### config.mk
export PLATFORM = sky130hd
export DESIGN_NAME = trap_ctrl
export DESIGN_NICKNAME = d
export VERILOG_FILES = /design/src/rtl/trap_pkg.sv /design/src/rtl/sync_2ff.sv /design/src/rtl/trap_ctrl.sv
export SDC_FILE = /design/constraint.sdc
export NUM_CORES = 1
export LEC_CHECK = 0
export CORE_ASPECT_RATIO = 1.75
export CORE_MARGIN = 5
export CORE_UTILIZATION = 50
export CTS_BUF_LIST = sky130_fd_sc_hd__clkbuf_8
export DETAILED_ROUTE_END_ITERATION = 8
export GPL_TIMING_DRIVEN = 0
export PLACE_DENSITY_LB_ADDON = 0.1
export SYNTH_ARGS = -nofsm -noshare
export SYNTH_HDL_FRONTEND = slang
export SYNTH_HIERARCHICAL = 1
export SYNTH_SLANG_ARGS = --single-unit
### constraint.sdc
create_clock -name clk -period 6.8 [get_ports clk]
set_input_delay 1.7 -clock clk [delete_from_list [all_inputs] [get_ports clk]]
set_output_delay 1.7 -clock clk [all_outputs]
set_load 0.02 [all_outputs]
### src/rtl/trap_pkg.sv
// trap_pkg: shared CSR addresses, mstatus bit positions,
// trap FSM state enum and the interrupt cause helper.
package trap_pkg;

  localparam logic [11:0] CSR_MSTATUS = 12'h300;
  localparam logic [11:0] CSR_MIE     = 12'h304;
  localparam logic [11:0] CSR_MTVEC   = 12'h305;
  localparam logic [11:0] CSR_MEPC    = 12'h341;
  localparam logic [11:0] CSR_MCAUSE  = 12'h342;
  localparam logic [11:0] CSR_MIP     = 12'h344;

  localparam int MSTATUS_MIE  = 3;
  localparam int MSTATUS_MPIE = 7;

  // external line i lives at mie/mip bit IRQ_BASE+i
  localparam int IRQ_BASE = 16;

  typedef enum logic [1:0] {
    ST_IDLE,
    ST_TRAP,
    ST_MRET,
    ST_FLUSH
  } trap_state_e;

  function automatic logic [4:0] irq_code(input logic [3:0] k);
    return 5'(IRQ_BASE) + {1'b0, k};
  endfunction

  function automatic logic [31:0] irq_cause(input logic [3:0] k);
    return {1'b1, 26'b0, irq_code(k)};
  endfunction

endpackage

### src/rtl/sync_2ff.sv
// sync_2ff: W-bit two-flop synchroniser.
// Ports: clk, reset (async high), d_i (async in), q_o (synced out).
module sync_2ff #(
  parameter int W = 1
) (
  input  logic         clk,
  input  logic         reset,
  input  logic [W-1:0] d_i,
  output logic [W-1:0] q_o
);

  logic [W-1:0] ff1_q;
  logic [W-1:0] ff2_q;

  always_ff @(posedge clk or posedge reset) begin
    if (reset) begin
      ff1_q <= '0;
      ff2_q <= '0;
    end else begin
      ff1_q <= d_i;
      ff2_q <= ff1_q;
    end
  end

  assign q_o = ff2_q;

endmodule

### src/rtl/trap_ctrl.sv
// trap_ctrl: machine-mode interrupt CSRs plus trap/mret FSM.
// Ports: clk, reset, irq, csr_* access, is_mret/inst_valid/inst_pc
// from commit; intr_exc, mret_take, redirect_pc to the datapath.
module trap_ctrl
  import trap_pkg::*;
#(
  parameter int          NUM_IRQ    = 4,
  parameter bit          VECTOR_EN  = 1'b1,
  parameter logic [31:0] RESET_TVEC = 32'h0000_0000
) (
  input  logic               clk,
  input  logic               reset,
  input  logic [NUM_IRQ-1:0] irq,
  input  logic               csr_reg_wr,
  input  logic               csr_reg_rd,
  input  logic [11:0]        csr_addr,
  input  logic [31:0]        csr_wdata,
  output logic [31:0]        csr_rdata,
  input  logic               is_mret,
  input  logic               inst_valid,
  input  logic [31:0]        inst_pc,
  output logic               intr_exc,
  output logic               mret_take,
  output logic [31:0]        redirect_pc
);

  localparam logic [31:0] TVEC_MASK =
    VECTOR_EN ? 32'hFFFF_FFFD : 32'hFFFF_FFFC;

  logic [NUM_IRQ-1:0] irq_s;

  sync_2ff #(.W(NUM_IRQ)) u_sync (
    .clk   (clk),
    .reset (reset),
    .d_i   (irq),
    .q_o   (irq_s)
  );

  trap_state_e state_q;

  logic               st_mie_q, st_mie_d;
  logic               st_mpie_q, st_mpie_d;
  logic [NUM_IRQ-1:0] ie_q, ie_d;
  logic [31:0]        mtvec_q, mtvec_d;
  logic [31:0]        mepc_q, mepc_d;
  logic [31:0]        mcause_q, mcause_d;

  logic [NUM_IRQ-1:0] pend;
  logic [3:0]         k;
  logic               take_trap;
  logic               take_mret;
  logic [31:0]        tvec_base;
  logic [31:0]        trap_tgt;

  logic wr_mstatus, wr_mie, wr_mtvec, wr_mepc, wr_mcause;
  logic hit_mstatus, hit_mie, hit_mtvec;
  logic hit_mepc, hit_mcause, hit_mip;

  logic [31:0] mstatus_w, mie_w, mip_w;

  assign pend = irq_s & ie_q;

  // lowest pending-enabled line wins
  always_comb begin
    k = '0;
    for (int i = NUM_IRQ - 1; i >= 0; i--) begin
      if (pend[i]) k = 4'(i);
    end
  end

  // evaluation uses the CSR values held before any write this cycle
  assign take_mret = (state_q == ST_IDLE) && is_mret && inst_valid;
  assign take_trap = (state_q == ST_IDLE) && inst_valid
                  && st_mie_q && (|pend) && !is_mret;

  assign tvec_base = mtvec_q & 32'hFFFF_FFFC;
  assign trap_tgt  = mtvec_q[0]
                   ? tvec_base + {25'b0, irq_code(k), 2'b00}
                   : tvec_base;

  assign hit_mstatus = (csr_addr == CSR_MSTATUS);
  assign hit_mie     = (csr_addr == CSR_MIE);
  assign hit_mtvec   = (csr_addr == CSR_MTVEC);
  assign hit_mepc    = (csr_addr == CSR_MEPC);
  assign hit_mcause  = (csr_addr == CSR_MCAUSE);
  assign hit_mip     = (csr_addr == CSR_MIP);

  assign wr_mstatus = csr_reg_wr && hit_mstatus;
  assign wr_mie     = csr_reg_wr && hit_mie;
  assign wr_mtvec   = csr_reg_wr && hit_mtvec;
  assign wr_mepc    = csr_reg_wr && hit_mepc;
  assign wr_mcause  = csr_reg_wr && hit_mcause;

  always_comb begin
    mstatus_w = '0;
    mstatus_w[MSTATUS_MIE]  = st_mie_q;
    mstatus_w[MSTATUS_MPIE] = st_mpie_q;
    mie_w = '0;
    mie_w[IRQ_BASE +: NUM_IRQ] = ie_q;
    mip_w = '0;
    mip_w[IRQ_BASE +: NUM_IRQ] = irq_s;
  end

  always_comb begin
    csr_rdata = '0;
    if (csr_reg_rd) begin
      unique case (1'b1)
        hit_mstatus: csr_rdata = mstatus_w;
        hit_mie:     csr_rdata = mie_w;
        hit_mtvec:   csr_rdata = mtvec_q;
        hit_mepc:    csr_rdata = mepc_q;
        hit_mcause:  csr_rdata = mcause_q;
        hit_mip:     csr_rdata = mip_w;
        default:     csr_rdata = '0;
      endcase
    end
  end

  // software writes first; trap/mret updates then override the
  // registers they own so the coincident write is dropped there
  always_comb begin
    st_mie_d  = st_mie_q;
    st_mpie_d = st_mpie_q;
    ie_d      = ie_q;
    mtvec_d   = mtvec_q;
    mepc_d    = mepc_q;
    mcause_d  = mcause_q;
    if (wr_mstatus) begin
      st_mie_d  = csr_wdata[MSTATUS_MIE];
      st_mpie_d = csr_wdata[MSTATUS_MPIE];
    end
    if (wr_mie)    ie_d     = csr_wdata[IRQ_BASE +: NUM_IRQ];
    if (wr_mtvec)  mtvec_d  = csr_wdata & TVEC_MASK;
    if (wr_mepc)   mepc_d   = csr_wdata & 32'hFFFF_FFFC;
    if (wr_mcause) mcause_d = csr_wdata;
    if (take_trap) begin
      st_mpie_d = st_mie_q;
      st_mie_d  = 1'b0;
      mepc_d    = inst_pc & 32'hFFFF_FFFC;
      mcause_d  = irq_cause(k);
    end else if (take_mret) begin
      st_mie_d  = st_mpie_q;
      st_mpie_d = 1'b1;
    end
  end

  always_ff @(posedge clk or posedge reset) begin
    if (reset) begin
      st_mie_q  <= 1'b0;
      st_mpie_q <= 1'b0;
      ie_q      <= '0;
      mtvec_q   <= RESET_TVEC & TVEC_MASK;
      mepc_q    <= '0;
      mcause_q  <= '0;
    end else begin
      st_mie_q  <= st_mie_d;
      st_mpie_q <= st_mpie_d;
      ie_q      <= ie_d;
      mtvec_q   <= mtvec_d;
      mepc_q    <= mepc_d;
      mcause_q  <= mcause_d;
    end
  end

  // TRAP/MRET are the single pulse cycles; FLUSH masks evaluation
  always_ff @(posedge clk or posedge reset) begin
    if (reset) begin
      state_q     <= ST_IDLE;
      intr_exc    <= 1'b0;
      mret_take   <= 1'b0;
      redirect_pc <= '0;
    end else begin
      intr_exc    <= 1'b0;
      mret_take   <= 1'b0;
      redirect_pc <= '0;
      unique case (state_q)
        ST_IDLE: begin
          if (take_mret) begin
            state_q     <= ST_MRET;
            mret_take   <= 1'b1;
            redirect_pc <= mepc_q;
          end else if (take_trap) begin
            state_q     <= ST_TRAP;
            intr_exc    <= 1'b1;
            redirect_pc <= trap_tgt;
          end
        end
        ST_TRAP:  state_q <= ST_FLUSH;
        ST_MRET:  state_q <= ST_FLUSH;
        ST_FLUSH: state_q <= ST_IDLE;
        default:  state_q <= ST_IDLE;
      endcase
    end
  end

endmodule

==> results.sh <==
export IMPL_htreeDepth=4
export IMPL_antenna_left=0
export IMPL_port_buffers=146
export IMPL_place_area_um2=8810
export IMPL_dp_hpwl_um=16800
export IMPL_dr_total_vias=6382
export IMPL_syn_avg_cell_area_um2=9.77
export IMPL_slew_viol_final=0
export IMPL_via_per_inst=5.89
export IMPL_yosysTopAreaCell="dfrtp_1"
export IMPL_status="completed"
export IMPL_routed_wl_um=23300
export IMPL_path_class="in2out"
export IMPL_tns_ns=0
export IMPL_required_ns=5.10
export IMPL_syn_area_um2=7090
export IMPL_crit_fanout=10
export IMPL_powerDensity_nw_per_um2=180
export IMPL_clk_latency_ns=0.46
export IMPL_yosys_warnings=6
export IMPL_cts_buffers=17
export IMPL_firstDrtPassIters=6
export IMPL_areaGrowthSynthToFinish_pct=29.3
export IMPL_finalCriticalPeriod_ns=6.48
export IMPL_setup_violations=0
export IMPL_fin_area_um2=9170
export IMPL_grt_overflow_total=0
export IMPL_end_kind="output port"
export IMPL_grt_usage_pct=28.1
export IMPL_cts_buffer_depth=2
export IMPL_row_count=57
export IMPL_ys_flop_type="dfrtp_1"
export IMPL_synth_cells=726
export IMPL_yosys_register_bits=141
export IMPL_power_clock_fraction_pct=37.9
export IMPL_fin_skew_ns=0.0167
export IMPL_cts_sinks=141
export IMPL_nets=983
export IMPL_fillers=1191
export IMPL_yosysTopAreaCellShare_pct=49.8
export IMPL_die_area_um2=16800
export IMPL_place_gp_congestion=0.997
export IMPL_cts_repair_resized=0
export IMPL_max_vdd_ir_drop_mv=0.124
export IMPL_start_util_pct=51.0
export IMPL_synthDistinctLibCells=46
export IMPL_p_int_mw=1.20
export IMPL_p_seq_share_pct=52.7
export IMPL_ys_async_sr_fraction_pct=100
export IMPL_max_freq_mhz=154
export IMPL_grt_max_degree=94
export IMPL_num_antenna_cells=0
export IMPL_dieWidth_um=100
export IMPL_cp_start_kind="input pin"
export IMPL_first_global_vias=6771
export IMPL_power_leakage_nw=3.80
export IMPL_synth_edf_count=0
export IMPL_ys_top_cells_by_area="dfrtp_1 (50%), nand2_1 (7.8%), mux2_1 (5.6%), mux2i_1 (5.2%), a22o_1 (3.7%)"
export IMPL_clk_pin_slew_ns=0.07
export IMPL_p_sw_uw=453
export IMPL_rsz0062_at_grt="false"
export IMPL_tritoncts="built"
export IMPL_hp_class="reg2reg"
export IMPL_combPwrFrac_pct=9.4
export IMPL_cts_hold_buf=0
export IMPL_die_h_um=168
export IMPL_root_buffer="clkbuf_8"
export IMPL_worst_pin_slew_ns=0.977
export IMPL_period_share_pct=95.4
export IMPL_grt_pass1_wl_um=36100
export IMPL_switching_share_pct=27.4
export IMPL_num_io_pins=152
export IMPL_cap_violations=0
export IMPL_arrival_ns=4.78
export IMPL_drive_gt1_share_pct=7.40
export IMPL_finalHoldViolCount=0
export IMPL_wl_per_cell_um=21.5
export IMPL_core_area_um2=13900
export IMPL_slew_headroom_pct=34.3
export IMPL_seq_area_frac_synth_pct=49.8
export IMPL_power_mw=1.65
export IMPL_antenna_found_initial=0
export IMPL_postCtsSetupBuffers=0
export IMPL_drc=0
export IMPL_drt_iter0_drc=405
[metal layers]
layer	GRT usage, %	up-vias	wire length (µm)	part of all wire (%)
met5	0	-	0	0
met4	15.8	0	1100	4.7
met3	5.08	79	1620	7.0
met2	48.2	348	12200	52
met1	32.6	3083	8380	36
li1	-	2872	-	-
[placed cells by master, fill, tap and decap left out, types with 2 or more instances in the layout]
cell	Yosys	routed
nor2b_1	3	3
dfrtp_1	141	141
clkinv_4	0	3
a22o_1	30	30
buf_4	6	6
a21oi_1	36	36
buf_6	3	3
inv_6	0	5
mux2i_1	37	37
buf_1	2	2
nor2_1	33	33
xor2_1	24	24
o21ai_1	49	49
nor3_1	3	3
and2_1	4	4
a32oi_1	2	2
and3_1	13	13
mux2_1	35	35
nand4_1	14	14
a2bb2oi_1	3	3
clkbuf_8	0	18
ha_1	3	3
buf_2	17	17
clkbuf_1	29	29
a31oi_1	2	2
and4_1	2	2
o21ai_0	15	15
clkdlybuf4s50_1	0	146
a22oi_1	28	28
xnor2_1	4	4
nand2_1	148	148
conb_1	1	2
inv_1	4	4
clkinvlp_4	0	4
nand3_1	19	19
[state kept, by name, summed over array words and instances, names as in the netlist]
name,flops
u_sync/ff1_q,4
redirect_pc,30
u_sync/q_o,4
ie_q,4
intr_exc,1
mret_take,1
state_q,2
mtvec_q,31
mcause_q,32
st_mie_q,1
mepc_q,30
st_mpie_q,1
[path summary, 6_finish.rpt]
check	slack, ns	startpoint	end	cells after the start
worst max-delay path	0.32	csr_addr[3]	csr_rdata[21]	8
worst max register to register	3.61	ie_q[2]	redirect_pc[15]	10
min in group asynchronous	1.60	reset	u_sync/ff1_q[0]	2
max in group asynchronous	4.35	reset	redirect_pc[4]	3
worst min-delay path	0.35	u_sync/ff1_q[2]	u_sync/q_o[2]	0
worst min register to register	0.35	u_sync/ff1_q[2]	u_sync/q_o[2]	0
[cell families (layout without fill, tap and decap cells)]
family	after synthesis	after routing	synth area share, %
other cells	1	2	0.0529
buf+inv	63	242	4.27
fa+ha+maj	4	4	0.812
flops	141	141	49.8
mux	72	72	10.8
compound gates	169	169	15.1
simple gates	248	248	15.8
xor+xnor	28	28	3.46
[cells in the mapped netlist, types with 2 or more instances]
cell / number
xor2_1: 24
and3_1: 13
xnor2_1: 4
nand4_1: 14
a2bb2oi_1: 3
inv_1: 4
buf_2: 17
clkbuf_1: 29
buf_1: 2
o21ai_0: 15
nand2_1: 148
buf_4: 6
nor3_1: 3
a32oi_1: 2
mux2i_1: 37
mux2_1: 35
a22oi_1: 28
and2_1: 4
nand3_1: 19
a31oi_1: 2
dfrtp_1: 141
a21oi_1: 36
and4_1: 2
a22o_1: 30
nor2_1: 33
buf_6: 3
nor2b_1: 3
o21ai_1: 49
ha_1: 3
[critical path, stage by stage]
cell,delay (ns)
clkdlybuf4s50_1,0.40
or4_4,0.60
nor3b_4,0.31
clkbuf_1,0.63
a22o_1,0.30
a22oi_1,0.08
nor2_1,0.13
clkdlybuf4s50_1,0.64
[metrics by stage]
step | hold slack, ns | std cells | setup slack [ns] | utilization, %
after floorplan | 0.331 | 727 | 1.55 | -
after global placement | 0.336 | 1050 | -0.317 | 63.1
after detailed placement | 0.335 | 1051 | 0.401 | 63.3
after CTS | 0.352 | 1083 | 0.397 | 65.9
after global routing | 0.372 | 1083 | 0.227 | 65.9
final | 0.351 | 1083 | 0.315 | 65.9
[layout make-up]
class | count | area (µm²) | share of cell area [%]
clock buffer | 18 | 248 | 2.70
clock inverter | 14 | 111 | 1.21
buffer | 57 | 280 | 3.06
timing repair buffer | 147 | 1490 | 16.2
inverter | 6 | 27.5 | 0.300
multi-input combinational | 523 | 3260 | 35.6
sequential | 141 | 3530 | 38.5
tap | 177 | 221 | 2.42
[power by group through the flow]
stage,logic [mW],registers [mW],clock network (mW)
5_1_grt,0.168,0.874,0.664
2_1_floorplan,0.0680,0.886,0
3_5_place_dp,0.154,0.888,0
4_1_cts,0.155,0.872,0.632
6_report,0.155,0.872,0.627
3_3_place_gp,0.147,0.887,0
Power figures use the tool's default switching activity.
